--- src/rtl/regfile_dump_if.sv ---
// Bundle of the register-file read port and the UART dump status signals.
// The dumper sits on the slave side; whoever owns the register file and
// issues start requests sits on the master side.
interface regfile_dump_if;
    logic        start;
    logic [4:0]  first_reg;
    logic [4:0]  last_reg;
    logic [4:0]  readReg;
    logic [31:0] readData;
    logic        tx;
    logic        busy;
    logic        done;

    modport master (
        output start, first_reg, last_reg, readData,
        input  readReg, tx, busy, done
    );

    modport slave (
        input  start, first_reg, last_reg, readData,
        output readReg, tx, busy, done
    );
endinterface

--- src/rtl/regfile_dump.sv ---
// Register file dumper: sweeps a range of register addresses through one
// read port and streams {address, data} frames out of an 8N1 UART.
// Each register becomes a 5-byte frame: address byte first, then the data
// word most significant byte first. A one-cycle LOAD between registers
// snapshots the read data so later changes cannot corrupt a frame.
module regfile_dump #(
    parameter int BAUD_DIV = 5208
) (
    input  logic          clk,
    input  logic          rst,
    regfile_dump_if.slave bus
);

    typedef enum logic [1:0] {
        IDLE,
        LOAD,
        SEND
    } state_t;

    localparam logic [15:0] BAUD_LAST = 16'(BAUD_DIV - 1);

    state_t      state;
    state_t      state_next;
    logic [4:0]  read_reg;
    logic [4:0]  last_q;
    logic [39:0] frame;
    logic [2:0]  byte_idx;
    logic [3:0]  bit_idx;
    logic [15:0] baud_cnt;
    logic        busy_q;
    logic        done_q;
    logic        tx_c;
    logic [7:0]  byte_cur;
    logic        bit_end;
    logic        byte_end;
    logic        frame_end;
    logic        last_hit;

    // The byte on the wire is always the top byte; the frame shifts up as bytes finish.
    assign byte_cur = frame[39:32];
    assign last_hit = (read_reg == last_q);

    // State register.
    always_ff @(posedge clk or posedge rst) begin
        if (rst) begin
            state <= IDLE;
        end else begin
            state <= state_next;
        end
    end

    // Next-state logic, serial line value and bit/byte/frame boundary strobes.
    always_comb begin
        state_next = state;
        tx_c       = 1'b1;
        bit_end    = 1'b0;
        byte_end   = 1'b0;
        frame_end  = 1'b0;
        case (state)
            IDLE: begin
                if (bus.start) begin
                    state_next = LOAD;
                end
            end
            LOAD: begin
                state_next = SEND;
            end
            SEND: begin
                if (bit_idx == 4'd0) begin
                    tx_c = 1'b0;
                end else if (bit_idx == 4'd9) begin
                    tx_c = 1'b1;
                end else begin
                    tx_c = byte_cur[3'(bit_idx - 4'd1)];
                end
                bit_end   = (baud_cnt == BAUD_LAST);
                byte_end  = bit_end && (bit_idx == 4'd9);
                frame_end = byte_end && (byte_idx == 3'd4);
                if (frame_end) begin
                    state_next = last_hit ? IDLE : LOAD;
                end
            end
            default: begin
                state_next = IDLE;
            end
        endcase
    end

    // Datapath: address sweep, frame snapshot, baud/bit/byte counters, status flags.
    always_ff @(posedge clk or posedge rst) begin
        if (rst) begin
            read_reg <= 5'd0;
            last_q   <= 5'd0;
            frame    <= 40'd0;
            byte_idx <= 3'd0;
            bit_idx  <= 4'd0;
            baud_cnt <= 16'd0;
            busy_q   <= 1'b0;
            done_q   <= 1'b0;
        end else begin
            done_q <= 1'b0;
            case (state)
                IDLE: begin
                    if (bus.start) begin
                        read_reg <= bus.first_reg;
                        last_q   <= bus.last_reg;
                        busy_q   <= 1'b1;
                    end
                end
                LOAD: begin
                    frame    <= {3'b000, read_reg, bus.readData};
                    byte_idx <= 3'd0;
                    bit_idx  <= 4'd0;
                    baud_cnt <= 16'd0;
                end
                SEND: begin
                    if (bit_end) begin
                        baud_cnt <= 16'd0;
                        if (byte_end) begin
                            bit_idx  <= 4'd0;
                            byte_idx <= byte_idx + 3'd1;
                            frame    <= {frame[31:0], 8'h00};
                            if (frame_end) begin
                                if (last_hit) begin
                                    busy_q <= 1'b0;
                                    done_q <= 1'b1;
                                end else begin
                                    read_reg <= read_reg + 5'd1;
                                end
                            end
                        end else begin
                            bit_idx <= bit_idx + 4'd1;
                        end
                    end else begin
                        baud_cnt <= baud_cnt + 16'd1;
                    end
                end
                default: begin
                end
            endcase
        end
    end

    assign bus.readReg = read_reg;
    assign bus.tx      = tx_c;
    assign bus.busy    = busy_q;
    assign bus.done    = done_q;

endmodule

--- src/flat_wrapper.sv ---
// flat-port wrapper written by rule: the top's interface ports become plain ports
module regfile_dump_flat 
#(
    parameter int BAUD_DIV = 5208
)
  (clk, rst, bus_start, bus_first_reg, bus_last_reg, bus_readData, bus_readReg, bus_tx, bus_busy, bus_done);
  regfile_dump_if bus_i ();
  input  logic clk;
  input  logic rst;
  input wire logic [$bits(bus_i.start)-1:0] bus_start;
  input wire logic [$bits(bus_i.first_reg)-1:0] bus_first_reg;
  input wire logic [$bits(bus_i.last_reg)-1:0] bus_last_reg;
  input wire logic [$bits(bus_i.readData)-1:0] bus_readData;
  output wire logic [$bits(bus_i.readReg)-1:0] bus_readReg;
  output wire logic [$bits(bus_i.tx)-1:0] bus_tx;
  output wire logic [$bits(bus_i.busy)-1:0] bus_busy;
  output wire logic [$bits(bus_i.done)-1:0] bus_done;
  assign bus_i.start = bus_start;
  assign bus_i.first_reg = bus_first_reg;
  assign bus_i.last_reg = bus_last_reg;
  assign bus_i.readData = bus_readData;
  assign bus_readReg = bus_i.readReg;
  assign bus_tx = bus_i.tx;
  assign bus_busy = bus_i.busy;
  assign bus_done = bus_i.done;
  regfile_dump #(.BAUD_DIV(BAUD_DIV)) u_core (.clk(clk), .rst(rst), .bus(bus_i));
endmodule
--- config.mk ---
export PLATFORM = sky130hd
export DESIGN_NAME = regfile_dump_flat
export DESIGN_NICKNAME = d
export VERILOG_FILES = /design/src/rtl/regfile_dump_if.sv /design/src/rtl/regfile_dump.sv /design/src/flat_wrapper.sv
export SDC_FILE = /design/constraint.sdc
export NUM_CORES = 1
export LEC_CHECK = 0
export CORE_MARGIN = 5
export CORE_UTILIZATION = 35
export DETAILED_ROUTE_END_ITERATION = 12
export PLACE_DENSITY = 0.54
export SKIP_LAST_GASP = 1
export SLEW_MARGIN = 20
export SYNTH_ARGS = -nofsm -noshare
export SYNTH_HDL_FRONTEND = slang
export SYNTH_SLANG_ARGS = --single-unit
export TNS_END_PERCENT = 50
--- constraint.sdc ---
create_clock -name clk -period 2.31 [get_ports clk]
set_clock_uncertainty 0.15 [all_clocks]
set_input_delay 0.231 -clock clk [delete_from_list [all_inputs] [get_ports clk]]
set_output_delay 0.231 -clock clk [all_outputs]
set_load 0.1 [all_outputs]
==> results of run 1 <==
==> flip-flops by register name, summed over array words and instances, names as in the netlist <==
| register | flops |
|---|---|
| u_core.bus.done | 1 |
| u_core.bit_idx | 4 |
| u_core.baud_cnt | 16 |
| u_core.frame | 40 |
| u_core.byte_idx | 3 |
| u_core.state | 2 |
| u_core.last_q | 5 |
| u_core.bus.busy | 1 |
| u_core.bus.readReg | 5 |
==> logic make-up (layout without fill, tap and decap cells) <==
group | Yosys count | after routing | synth area share
compound gates | 65 | 65 | 0.0997
xor+xnor | 22 | 22 | 0.0482
fa+ha+maj | 11 | 11 | 0.0344
buf+inv | 32 | 101 | 0.0347
flops | 77 | 77 | 0.482
mux | 43 | 43 | 0.117
simple gates | 150 | 150 | 0.184
==> synth_stat cells (all sizes together) (3+ instances only) <==
| master | count |
|---|---|
| inv | 11 |
| and4 | 5 |
| a21oi | 4 |
| nor2 | 25 |
| mux2i | 33 |
| ha | 11 |
| clkbuf | 10 |
| nand2 | 67 |
| nand3 | 11 |
| a311oi | 3 |
| nand4 | 7 |
| xnor2 | 8 |
| buf | 11 |
| a31oi | 3 |
| nand2b | 3 |
| mux2 | 8 |
| and3 | 9 |
| nor2b | 3 |
| o21ai | 43 |
| xor2 | 14 |
| nor3 | 9 |
| dfrtp | 77 |
==> per-stage QoR <==
stage	worst slack (ns)	setup TNS [ns]	power (mW)	hold WS (ns)	area [µm²]
final	-0.339	-0.339	3.03	0.206	5140
after global placement	-0.0155	-0.0155	1.57	0.312	4800
after floorplan	-0.0995	-0.330	1.47	0.198	4010
after CTS	-0.345	-0.345	3.07	0.228	5120
after global routing	-0.473	-0.515	3.15	0.253	5140
after detailed placement	-0.0572	-0.0572	1.57	0.325	4800
==> per-layer routing <==
layer  wire (µm)  up-vias  global-route usage
met5           0        -                   0
met4         127        0              0.0520
met3         310       11              0.0350
met2        4440       39               0.238
met1        4190     1461               0.183
li1            -     1525                   -
==> placed cells by master (no fill, tap or decap), drive strengths merged, types with 3 or more instances in the layout <==
cell type,netlist,layout
a311oi,3,3
nor3,9,9
nand3,11,11
mux2,8,8
a31oi,3,3
nand2,67,67
and4,5,5
nor2b,3,3
xor2,14,14
o21ai,43,43
inv,11,10
nand4,7,7
buf,11,31
nor2,25,25
clkdlybuf4s50,0,44
mux2i,33,33
and3,9,9
dfrtp,77,77
nand2b,3,3
ha,11,11
a21oi,4,4
clkbuf,10,11
xnor2,8,8
==> power breakdown <==
part           switching [mW]  internal, mW  total (mW)
clock network           0.547         0.941        1.49
logic                  0.0590        0.0886       0.148
registers              0.0151          1.38        1.39
==> worst register-to-register path, delay by kind of cell, from the launching register on <==
| family | cells | cell delay (ns) |
|---|---|---|
| buf+inv | 3 | 0.51 |
| simple gates | 2 | 0.44 |
| flops | 1 | 0.40 |
| compound gates | 2 | 0.36 |
| fa+ha+maj | 1 | 0.21 |
==> path summary, 6_finish.rpt <==
kind | startpoint | to | slack (ns)
worst max-delay path | u_core.bit_idx[1] | bus_tx | -0.34
worst min-delay path | rst | u_core.frame[6] | 0.21
worst max register to register | u_core.bit_idx[0] | u_core.frame[36] | 0.10
worst min register to register | u_core.frame[30] | u_core.frame[38] | 0.33
max in group asynchronous | rst | u_core.frame[25] | 1.48
min in group clk | bus_readData[5] | u_core.frame[5] | 0.30
==> repair_timing <==
action	4_1_cts	5_1_grt
setup endpoints to repair	1	20
setup buffers	1	0
gates cloned	0	0
gates resized for setup	4	4
pin swaps	1	3
==> layout make-up <==
class / count / area (µm²) / area share
Clock buffer: 11 / 233 / 0.0452
Clock inverter: 4 / 73.8 / 0.0143
Inverter: 11 / 45.0 / 0.00875
Multi-Input combinational cell: 291 / 1970 / 0.384
Sequential cell: 77 / 1930 / 0.375
Tap cell: 143 / 179 / 0.0348
Timing Repair Buffer: 75 / 714 / 0.139
==> metrics.md, run 1 <==
| Metric | Value |
|---|---|
| Cell Area, Synth | around 4000 µm² |
| Num rows | 39 |
| Max-Cap Viols | 0 |
| Core ar. | around 11000 µm² |
| Synth Flop Type | dfrtp_1 |
| Final Routed Wirelength | around 9000 µm |
| Detailed-route via count | ~3000 |
| Total CTS buffers | 9 |
| Top post-synthesis cells by area | dfrtp_1 (48%), mux2i_1 (8.3%), nand2_1 (6.3%) |
| Setup crit start kind | flip-flop |
| Largest area contributor in the netlist | dfrtp_1 |
| Cell total after placement | just under 600 |
| CP Data Arrival Time | around 2.3 ns |
| Initial DRC Count | around 140 |
| DP HPWL | ~6400 µm |
| R2R depth | 8 |
| Crit path capture type | primary output |
| Crit path kind | reg -> out |
| N_diodes | 0 |
| Total GRT Usage | 0.144 |
| Final min period | ~2.6 ns |
| HP Class | in -> async |
| Die area | 13700 µm² |
| Synth unique cells | between 40 and 50 |
| Register area share after synthesis | 0.482 |
| Synth top area share | 0.482 |
| YS warnings | 0 |
| Critical Path, Cell by Cell | inv_1 -> ha_4 -> mux4_2 -> nor2b_1 -> a311oi_1 -> a21oi_1 -> or3_4 -> buf_12 |
| Max clock buf depth | 2 |
| P_leak | 2.52 nW |
| Clk sinks | 77 |
| Boundary pin count | between 50 and 60 |
| Levels on crit path | 8 |
| Post-CTS Hold Buffers | 0 |
| First-pass GRT wire length | ~15000 µm |
| Vias per inst | about 5.0 |
| Slowest stage cell on the critical path | or3_4 |
| Worst-Margin Slew | about 0.49 ns |
| Antenna violations before repair | 0 |
| Cell family with most CP delay | simple AND/OR/NAND/NOR gates |
| Synthesis-to-layout area growth | 28.6% |
| DIE WIDTH | about 120 µm |
| FF+latch count, synth | 77 |
| Final Hold Fails | 0 |
| # port buffers | 52 |
| Required time of the critical path | between 1.5 and 2 ns |
| Routed Antenna Nets | 0 |
| Synth Area per Inst | 10.0 µm² |
| Finished Core Util | 0.454 |
| Non-filler cells, final | between 600 and 700 |
| Share of cells above drive strength 1 | 0.154 |
| # setup viols final | 1 |
| Peak supply drop | ~0.00032 V |
| Outcome | finished with violations |
| Setup WS post-layout | -0.339 ns |
| H-tree levels | 3 |
| Max incr delay on CP | around 0.35 ns |
| WL/cell | 14.8 µm |
| Failing checks | setup timing |
| TritonRoute pass-1 iters | 4 |
| EDFF count, synth | 0 |
| Power Density | ~590 nW/µm² |
| Initial Util | 0.353 |
| Final nets | roughly 520 |
| Gate Count Post-Synth | 400 |
| RSZ-0062 raised after global routing | yes |
| WP buf/inv | 2 |
| Slew headroom | 0.670 |
| Worst-Skew Late Latency | 0.33 ns |
| Number of global-route vias before repair | ~3200 |
| Count of final max-slew check failures | 0 |
| Largest net degree at the start of global routing | 78 |
| Critical Path Fanout Max | 3 |
| Die Ht | between 100 and 150 µm |
| CTS clk-pin slew, worst paths | ~0.060 ns |
| Drt drc | 0 |
| Asr flop ratio synth | 1.00 |
| Max Fclk | between 300 and 400 MHz |
| CTS tree | yes |
| Final GP Congestion | 0.755 |
| Grt total ovfl | 0 |
| # fillers | between 1000 and 1500 |
| Syn Nets | 456 |
| Final Cycle Share | 1.15 |
| Clk root buf | clkbuf_16 |
Note: power is estimated with default switching activity, not from simulation.
==> run 2: changes to the inputs <==
- CORE_UTILIZATION: 35 -> 50
- PLACE_DENSITY: 0.54 -> 0.73
==> metrics.md, run 2 (synthesized netlist as in run 1, its figures left out) <==
| Metric | Value |
|---|---|
| # setup viols final | 1 (unchanged) |
| Slew headroom | 0.697 (was 0.670) |
| Vias per inst | 5.41 (was 4.96) |
| Post-CTS Hold Buffers | 0 (unchanged) |
| R2R depth | 7 (was 8) |
| CTS clk-pin slew, worst paths | 0.08 ns (was 0.06 ns) |
| Commonest non-fill, non-tap cell in the layout | dfrtp_1 (unchanged) |
| Clk pwr share | 0.370 (was 0.491) |
| WP buf/inv | 2 (unchanged) |
| Max clock buf depth | 2 (unchanged) |
| H-tree levels | 3 (unchanged) |
| Cell total after placement | 557 (was 596) |
| Failing checks | setup timing (unchanged) |
| Number of global-route vias before repair | 3138 (was 3163) |
| Slowest stage cell on the critical path | mux4_2 (was or3_4) |
| Setup crit start kind | flip-flop (unchanged) |
| Peak supply drop | 0.000278 V (was 0.000318 V) |
| Final GP Congestion | 0.838 (was 0.755) |
| Grt total ovfl | 0 (unchanged) |
| Largest net degree at the start of global routing | 28 (was 78) |
| Worst r2r src | u_core.bit_idx[0] (unchanged) |
| Drt drc | 0 (unchanged) |
| Num rows | 32 (was 39) |
| WL/cell | 15.2 µm (was 14.8 µm) |
| RR Endpoint | u_core.state[1] (was u_core.frame[36]) |
| Final Hold Fails | 0 (unchanged) |
| Initial DRC Count | 100 (was 143) |
| Core ar. | 7770 µm² (was 11300 µm²) |
| # port buffers | 52 (unchanged) |
| P_leak | 2.49 nW (was 2.52 nW) |
| Internal Power | 1.88 mW (was 2.41 mW) |
| TritonRoute pass-1 iters | 4 (unchanged) |
| Setup WS post-layout | -0.350 ns (was -0.339 ns) |
| Die area | 9890 µm² (was 13700 µm²) |
| Initial Util | 0.515 (was 0.353) |
| Required time of the critical path | 1.93 ns (about the same) |
| Clk root buf | clkbuf_8 (was clkbuf_16) |
| Reg2reg setup slack | 0.04 ns (was 0.10 ns) |
| Final min period | 2.66 ns (was 2.65 ns) |
| Power share of the sequential group | 0.567 (was 0.460) |
| Antenna violations before repair | 0 (unchanged) |
| Boundary pin count | 53 (unchanged) |
| Power Density | 488 nW/µm² (was 589 nW/µm²) |
| Critical Path, Cell by Cell | buf_6 -> mux4_2 -> nor2b_4 -> a311oi_2 -> a21oi_1 -> or3_4 -> buf_12 (was inv_1 -> ha_4 -> mux4_2 -> nor2b_1 -> a311oi_1 -> a21oi_1 -> or3_4 -> buf_12) |
| Share of cells above drive strength 1 | 0.166 (was 0.154) |
| HP Class | in -> async (unchanged) |
| Max-Cap Viols | 0 (unchanged) |
| Finished Core Util | 0.647 (was 0.454) |
| Crit path kind | reg -> out (unchanged) |
| CTS tree | yes (unchanged) |
| Outcome | finished with violations (unchanged) |
| N_diodes | 0 (unchanged) |
| Synthesis-to-layout area growth | 25.5% (was 28.6%) |
| Non-filler cells, final | 577 (was 612) |
| Final Routed Wirelength | 8740 µm (was 9070 µm) |
| Final nets | 527 (was 521) |
| Sw frac | 0.232 (was 0.205) |
| Critical Path Fanout Max | 4 (was 3) |
| Largest register FFs | 40 (unchanged) |
| Tot Pwr | 2.45 mW (was 3.03 mW) |
| Crit path capture type | primary output (unchanged) |
| Worst-Margin Slew | 0.451 ns (was 0.491 ns) |
| Routed Antenna Nets | 0 (unchanged) |
| Psw | 568 µW (was 621 µW) |
| Max Fclk | 376 MHz (was 377 MHz) |
| DIE WIDTH | 99.5 µm (was 117 µm) |
| Biggest register | u_core.frame (unchanged) |
| First-pass GRT wire length | 14800 µm (was 15400 µm) |
| Detailed-route via count | 3119 (was 3036) |
| CP Data Arrival Time | 2.28 ns (was 2.27 ns) |
| Total GRT Usage | 0.184 (was 0.144) |
| RSZ-0062 raised after global routing | yes (unchanged) |
| Cell Area, Placed | 4770 µm² (was 4800 µm²) |
| Max incr delay on CP | 0.50 ns (was 0.35 ns) |
| Worst-Skew Late Latency | 0.34 ns (was 0.33 ns) |
| Setup tns final | -0.350 ns (was -0.339 ns) |
| Clk sinks | 77 (unchanged) |
| Commonest non-fill, non-tap cells in the layout | dfrtp_1 (77), nand2_1 (67), clkdlybuf4s50_1 (44) (unchanged) |
| Final Cell Area | 5020 µm² (was 5140 µm²) |
| Count of final max-slew check failures | 0 (unchanged) |
| Cell family with most CP delay | multiplexers (was simple AND/OR/NAND/NOR gates) |
| Combinational fraction of design power | 0.063 (was 0.049) |
| Biggest regs | u_core.frame: 40 flops, u_core.baud_cnt: 16 flops (unchanged) |
| DP HPWL | 6270 µm (was 6380 µm) |
| Die Ht | 99.5 µm (was 117 µm) |
| Final Cycle Share | 1.15 (about the same) |
| Total CTS buffers | 9 (unchanged) |
[run 2: cell count changes in the layout (fill, tap and decap cells not counted), sizes merged]
| cell | delta |
|---|---|
| bufinv | -2 |
| clkbuf | -1 |
| inv | +1 |
| buf | +6 |
| clkinv | +1 |
| clkinvlp | +1 |
[run 2: cell type report]
class	count	area, µm²
Clock inverter	5	35.0
Fill cell	645	2740
Timing Repair Buffer	81	779
Multi-Input combinational cell	291	1970
Sequential cell	77	1930
Clock buffer	10	138
Inverter	11	45.0
Tap cell	102	128
[run 2: worst max-delay path by stage]
stage	startpoint	end	slack, ns	cells past startpoint
floorplan	u_core.bit_idx[0]	bus_tx	-0.1	7
global placement	u_core.bit_idx[0]	bus_tx	0.002	8
detailed placement	u_core.bit_idx[0]	bus_tx	-0.06	8
CTS	u_core.bit_idx[0]	bus_tx	-0.36	7
global route	u_core.bit_idx[0]	bus_tx	-0.44	8
finish	u_core.bit_idx[0]	bus_tx	-0.35	7
[run 2: per-layer routing]
| layer | share of wire | track usage |
|---|---|---|
| met1 | 0.46 | 0.247 |
| met2 | 0.49 | 0.297 |
| met3 | 0.038 | 0.0358 |
| met4 | 0.016 | 0.0672 |
| met5 | 0 | 0 |
[run 2: power by group through the flow]
stage	Combinational [mW]	Sequential, mW	Clock [mW]
2_1_floorplan	0.0544	1.41	0
3_3_place_gp	0.154	1.42	0
3_5_place_dp	0.157	1.42	0
4_1_cts	0.157	1.39	0.930
5_1_grt	0.174	1.40	0.984
6_report	0.154	1.39	0.908
[run 2: worst register-to-register path, stage by stage (launching register included)]
cell	delay, ns
dfrtp_1	0.41
buf_6	0.14
buf_4	0.12
ha_1	0.20
and3b_1	0.20
and4_4	0.22
a41oi_1	0.34
mux2_2	0.38
[run 2: what timing repair did]
| item | 4_1_cts | 5_1_grt |
|---|---|---|
| endpoints found under the setup margin | 1 | 37 |
| setup buffers | 2 | 3 |
| resized for setup | 5 | 4 |
| pin swaps | 1 | 4 |
[run 2: per-stage QoR]
stage	hold slack (ns)	setup slack (ns)
finish	0.0552	-0.350
global route	0.0598	-0.441
CTS	0.0530	-0.356
detailed placement	0.317	-0.0566
global placement	0.311	0.00190
floorplan	0.198	-0.0995
==> run 3: changes to the inputs <==
- REMOVE_ABC_BUFFERS: not set -> 1
==> metrics.md, run 3 (synthesized netlist as in run 1, its figures left out) <==
| Metric | Value |
|---|---|
| Outcome | finished with violations (unchanged) |
| Failing checks | setup timing (unchanged) |
| Total GRT Usage | 0.183 (was 0.184) |
| Final Cycle Share | 1.16 (was 1.15) |
| Critical Path Fanout Max | 3 (was 4) |
| Non-filler cells, final | 568 (was 577) |
| Antenna violations before repair | 0 (unchanged) |
| Setup WS post-layout | -0.371 ns (was -0.350 ns) |
| Clk sinks | 77 (unchanged) |
| Worst-Margin Slew | 0.451 ns (about the same) |
| HP Class | in -> async (unchanged) |
| Die area | 9890 µm² (unchanged) |
| Worst setup startpoint | u_core.bit_idx[1] (was u_core.bit_idx[0]) |
| Initial Util | 0.515 (unchanged) |
| Routed Antenna Nets | 0 (unchanged) |
| Max incr delay on CP | 0.38 ns (was 0.50 ns) |
| Initial DRC Count | 104 (was 100) |
| Share of cells above drive strength 1 | 0.146 (was 0.166) |
| Vias per inst | 5.36 (was 5.41) |
| Final min period | 2.68 ns (was 2.66 ns) |
| Biggest regs | u_core.frame: 40 flops, u_core.baud_cnt: 16 flops (unchanged) |
| Largest net degree at the start of global routing | 78 (was 28) |
| DIE WIDTH | 99.5 µm (unchanged) |
| Biggest register | u_core.frame (unchanged) |
| WHS | 0.120 ns (was 0.0552 ns) |
| Worst-Skew Late Latency | 0.35 ns (was 0.34 ns) |
| Peak supply drop | 0.000322 V (was 0.000278 V) |
| Num rows | 32 (unchanged) |
| Crit path kind | reg -> out (unchanged) |
| Cell family with most CP delay | simple AND/OR/NAND/NOR gates (was multiplexers) |
| Commonest non-fill, non-tap cell in the layout | dfrtp_1 (unchanged) |
| Setup tns final | -0.371 ns (was -0.350 ns) |
| # port buffers | 52 (unchanged) |
| H-tree levels | 3 (unchanged) |
| Max Fclk | 373 MHz (was 376 MHz) |
| CTS clk-pin slew, worst paths | 0.08 ns (about the same) |
| Critical Path, Cell by Cell | inv_2 -> ha_4 -> mux4_2 -> nor2b_1 -> a311oi_1 -> a21oi_1 -> or3_4 -> buf_12 (was buf_6 -> mux4_2 -> nor2b_4 -> a311oi_2 -> a21oi_1 -> or3_4 -> buf_12) |
| WL/cell | 14.8 µm (was 15.2 µm) |
| Total CTS buffers | 9 (unchanged) |
| DP HPWL | 5800 µm (was 6270 µm) |
| First-pass GRT wire length | 14600 µm (was 14800 µm) |
| Max clock buf depth | 2 (unchanged) |
| CP Data Arrival Time | 2.30 ns (was 2.28 ns) |
| R2R depth | 8 (was 7) |
| N_diodes | 0 (unchanged) |
| Synthesis-to-layout area growth | 23.3% (was 25.5%) |
| Die Ht | 99.5 µm (unchanged) |
| Power Density | 520 nW/µm² (was 488 nW/µm²) |
| Clk root buf | clkbuf_8 (unchanged) |
| Required time of the critical path | 1.93 ns (about the same) |
| Detailed-route via count | 3042 (was 3119) |
| Dpl ws | -0.119 ns (was -0.0566 ns) |
| Final nets | 518 (was 527) |
| RR Endpoint | u_core.frame[0] (was u_core.state[1]) |
| P_leak | 2.46 nW (was 2.49 nW) |
| Reg2reg setup slack | 0.17 ns (was 0.04 ns) |
| Slew headroom | 0.697 (about the same) |
| Number of global-route vias before repair | 3147 (was 3138) |
| Final GP Congestion | 0.820 (was 0.838) |
| Setup crit start kind | flip-flop (unchanged) |
| Largest register FFs | 40 (unchanged) |
| Final Hold Fails | 0 (unchanged) |
| Count of final max-slew check failures | 0 (unchanged) |
| Final Routed Wirelength | 8380 µm (was 8740 µm) |
| Cell total after placement | 553 (was 557) |
| Finished Core Util | 0.635 (was 0.647) |
| Worst r2r src | u_core.bit_idx[1] (was u_core.bit_idx[0]) |
| WP buf/inv | 2 (unchanged) |
| Grt total ovfl | 0 (unchanged) |
| # setup viols final | 1 (unchanged) |
| Slowest stage cell on the critical path | dfrtp_1 (was mux4_2) |
| Drt drc | 0 (unchanged) |
| Commonest non-fill, non-tap cells in the layout | dfrtp_1 (77), nand2_1 (67), clkdlybuf4s50_1 (44) (unchanged) |
| RSZ-0062 raised after global routing | yes (unchanged) |
| Core ar. | 7770 µm² (unchanged) |
| Boundary pin count | 53 (unchanged) |
| # fillers | 659 (was 645) |
| TritonRoute pass-1 iters | 6 (was 4) |
| Crit path capture type | primary output (unchanged) |
| Max-Cap Viols | 0 (unchanged) |
| CTS tree | yes (unchanged) |
==> run 3: area by class of cell <==
type	count	area, µm²	area share
tap	102	128	0.0259
inverter	11	41.3	0.00837
clock buffer	11	151	0.0307
timing repair buffer	72	688	0.139
sequential	77	1930	0.390
multi-input combinational	291	1950	0.396
clock inverter	4	47.5	0.00963
==> run 3: layer usage <==
| layer | vias to the layer above | routed length, µm | track usage |
|---|---|---|---|
| met1 | 1466 | 3860 | 0.235 |
| li1 | 1516 | - | - |
| met4 | 0 | 91 | 0.0536 |
| met2 | 52 | 4130 | 0.312 |
| met3 | 8 | 306 | 0.0407 |
| met5 | - | 0 | 0 |
==> run 3: worst reg2reg max path, delay by kind of cell, from the launching register on <==
family / cells / cell delay, ns
AOI/OAI and AO/OA: 1 / 0.11
adders and majority gates: 1 / 0.14
buffers and inverters: 3 / 0.42
DFF: 1 / 0.40
and+or+nand+nor: 3 / 0.81
==> run 3: repair_timing <==
| item | in CTS | in global routing |
|---|---|---|
| pin swaps | 1 | 0 |
| setup endpoints to repair | 1 | 1 |
| hold buffers | 0 | 0 |
| gates resized for setup | 4 | 0 |
| setup buffers | 0 | 0 |
| cloned | 0 | 0 |
==> run 3: stage by stage <==
| stage | instance area (µm²) | power (mW) |
|---|---|---|
| floorplan | 3900 | 1.46 |
| global placement | 4720 | 1.56 |
| detailed placement | 4720 | 1.56 |
| CTS | 4930 | 2.60 |
| global route | 4930 | 2.67 |
| finish | 4930 | 2.57 |
==> run 3: worst max path at each step <==
| stage | endpoint | slack [ns] | cells past startpoint |
|---|---|---|---|
| 3_5_place_dp | bus_tx | -0.12 | 8 |
| 5_1_grt | bus_tx | -0.53 | 7 |
| 2_1_floorplan | u_core.byte_idx[0] | -1.46 | 5 |
| 4_1_cts | bus_tx | -0.38 | 8 |
| 6_report | bus_tx | -0.37 | 8 |
| 3_3_place_gp | bus_tx | -0.04 | 8 |
==> run 3: power by group <==
| group | switching [mW] | internal (mW) | leakage [nW] | total [mW] |
|---|---|---|---|---|
| clock | 0.483 | 0.549 | 0.101 | 1.03 |
| combinational | 0.0561 | 0.0882 | 1.38 | 0.144 |
| sequential | 0.0156 | 1.38 | 0.976 | 1.39 |
| total | 0.554 | 2.01 | 2.46 | 2.57 |
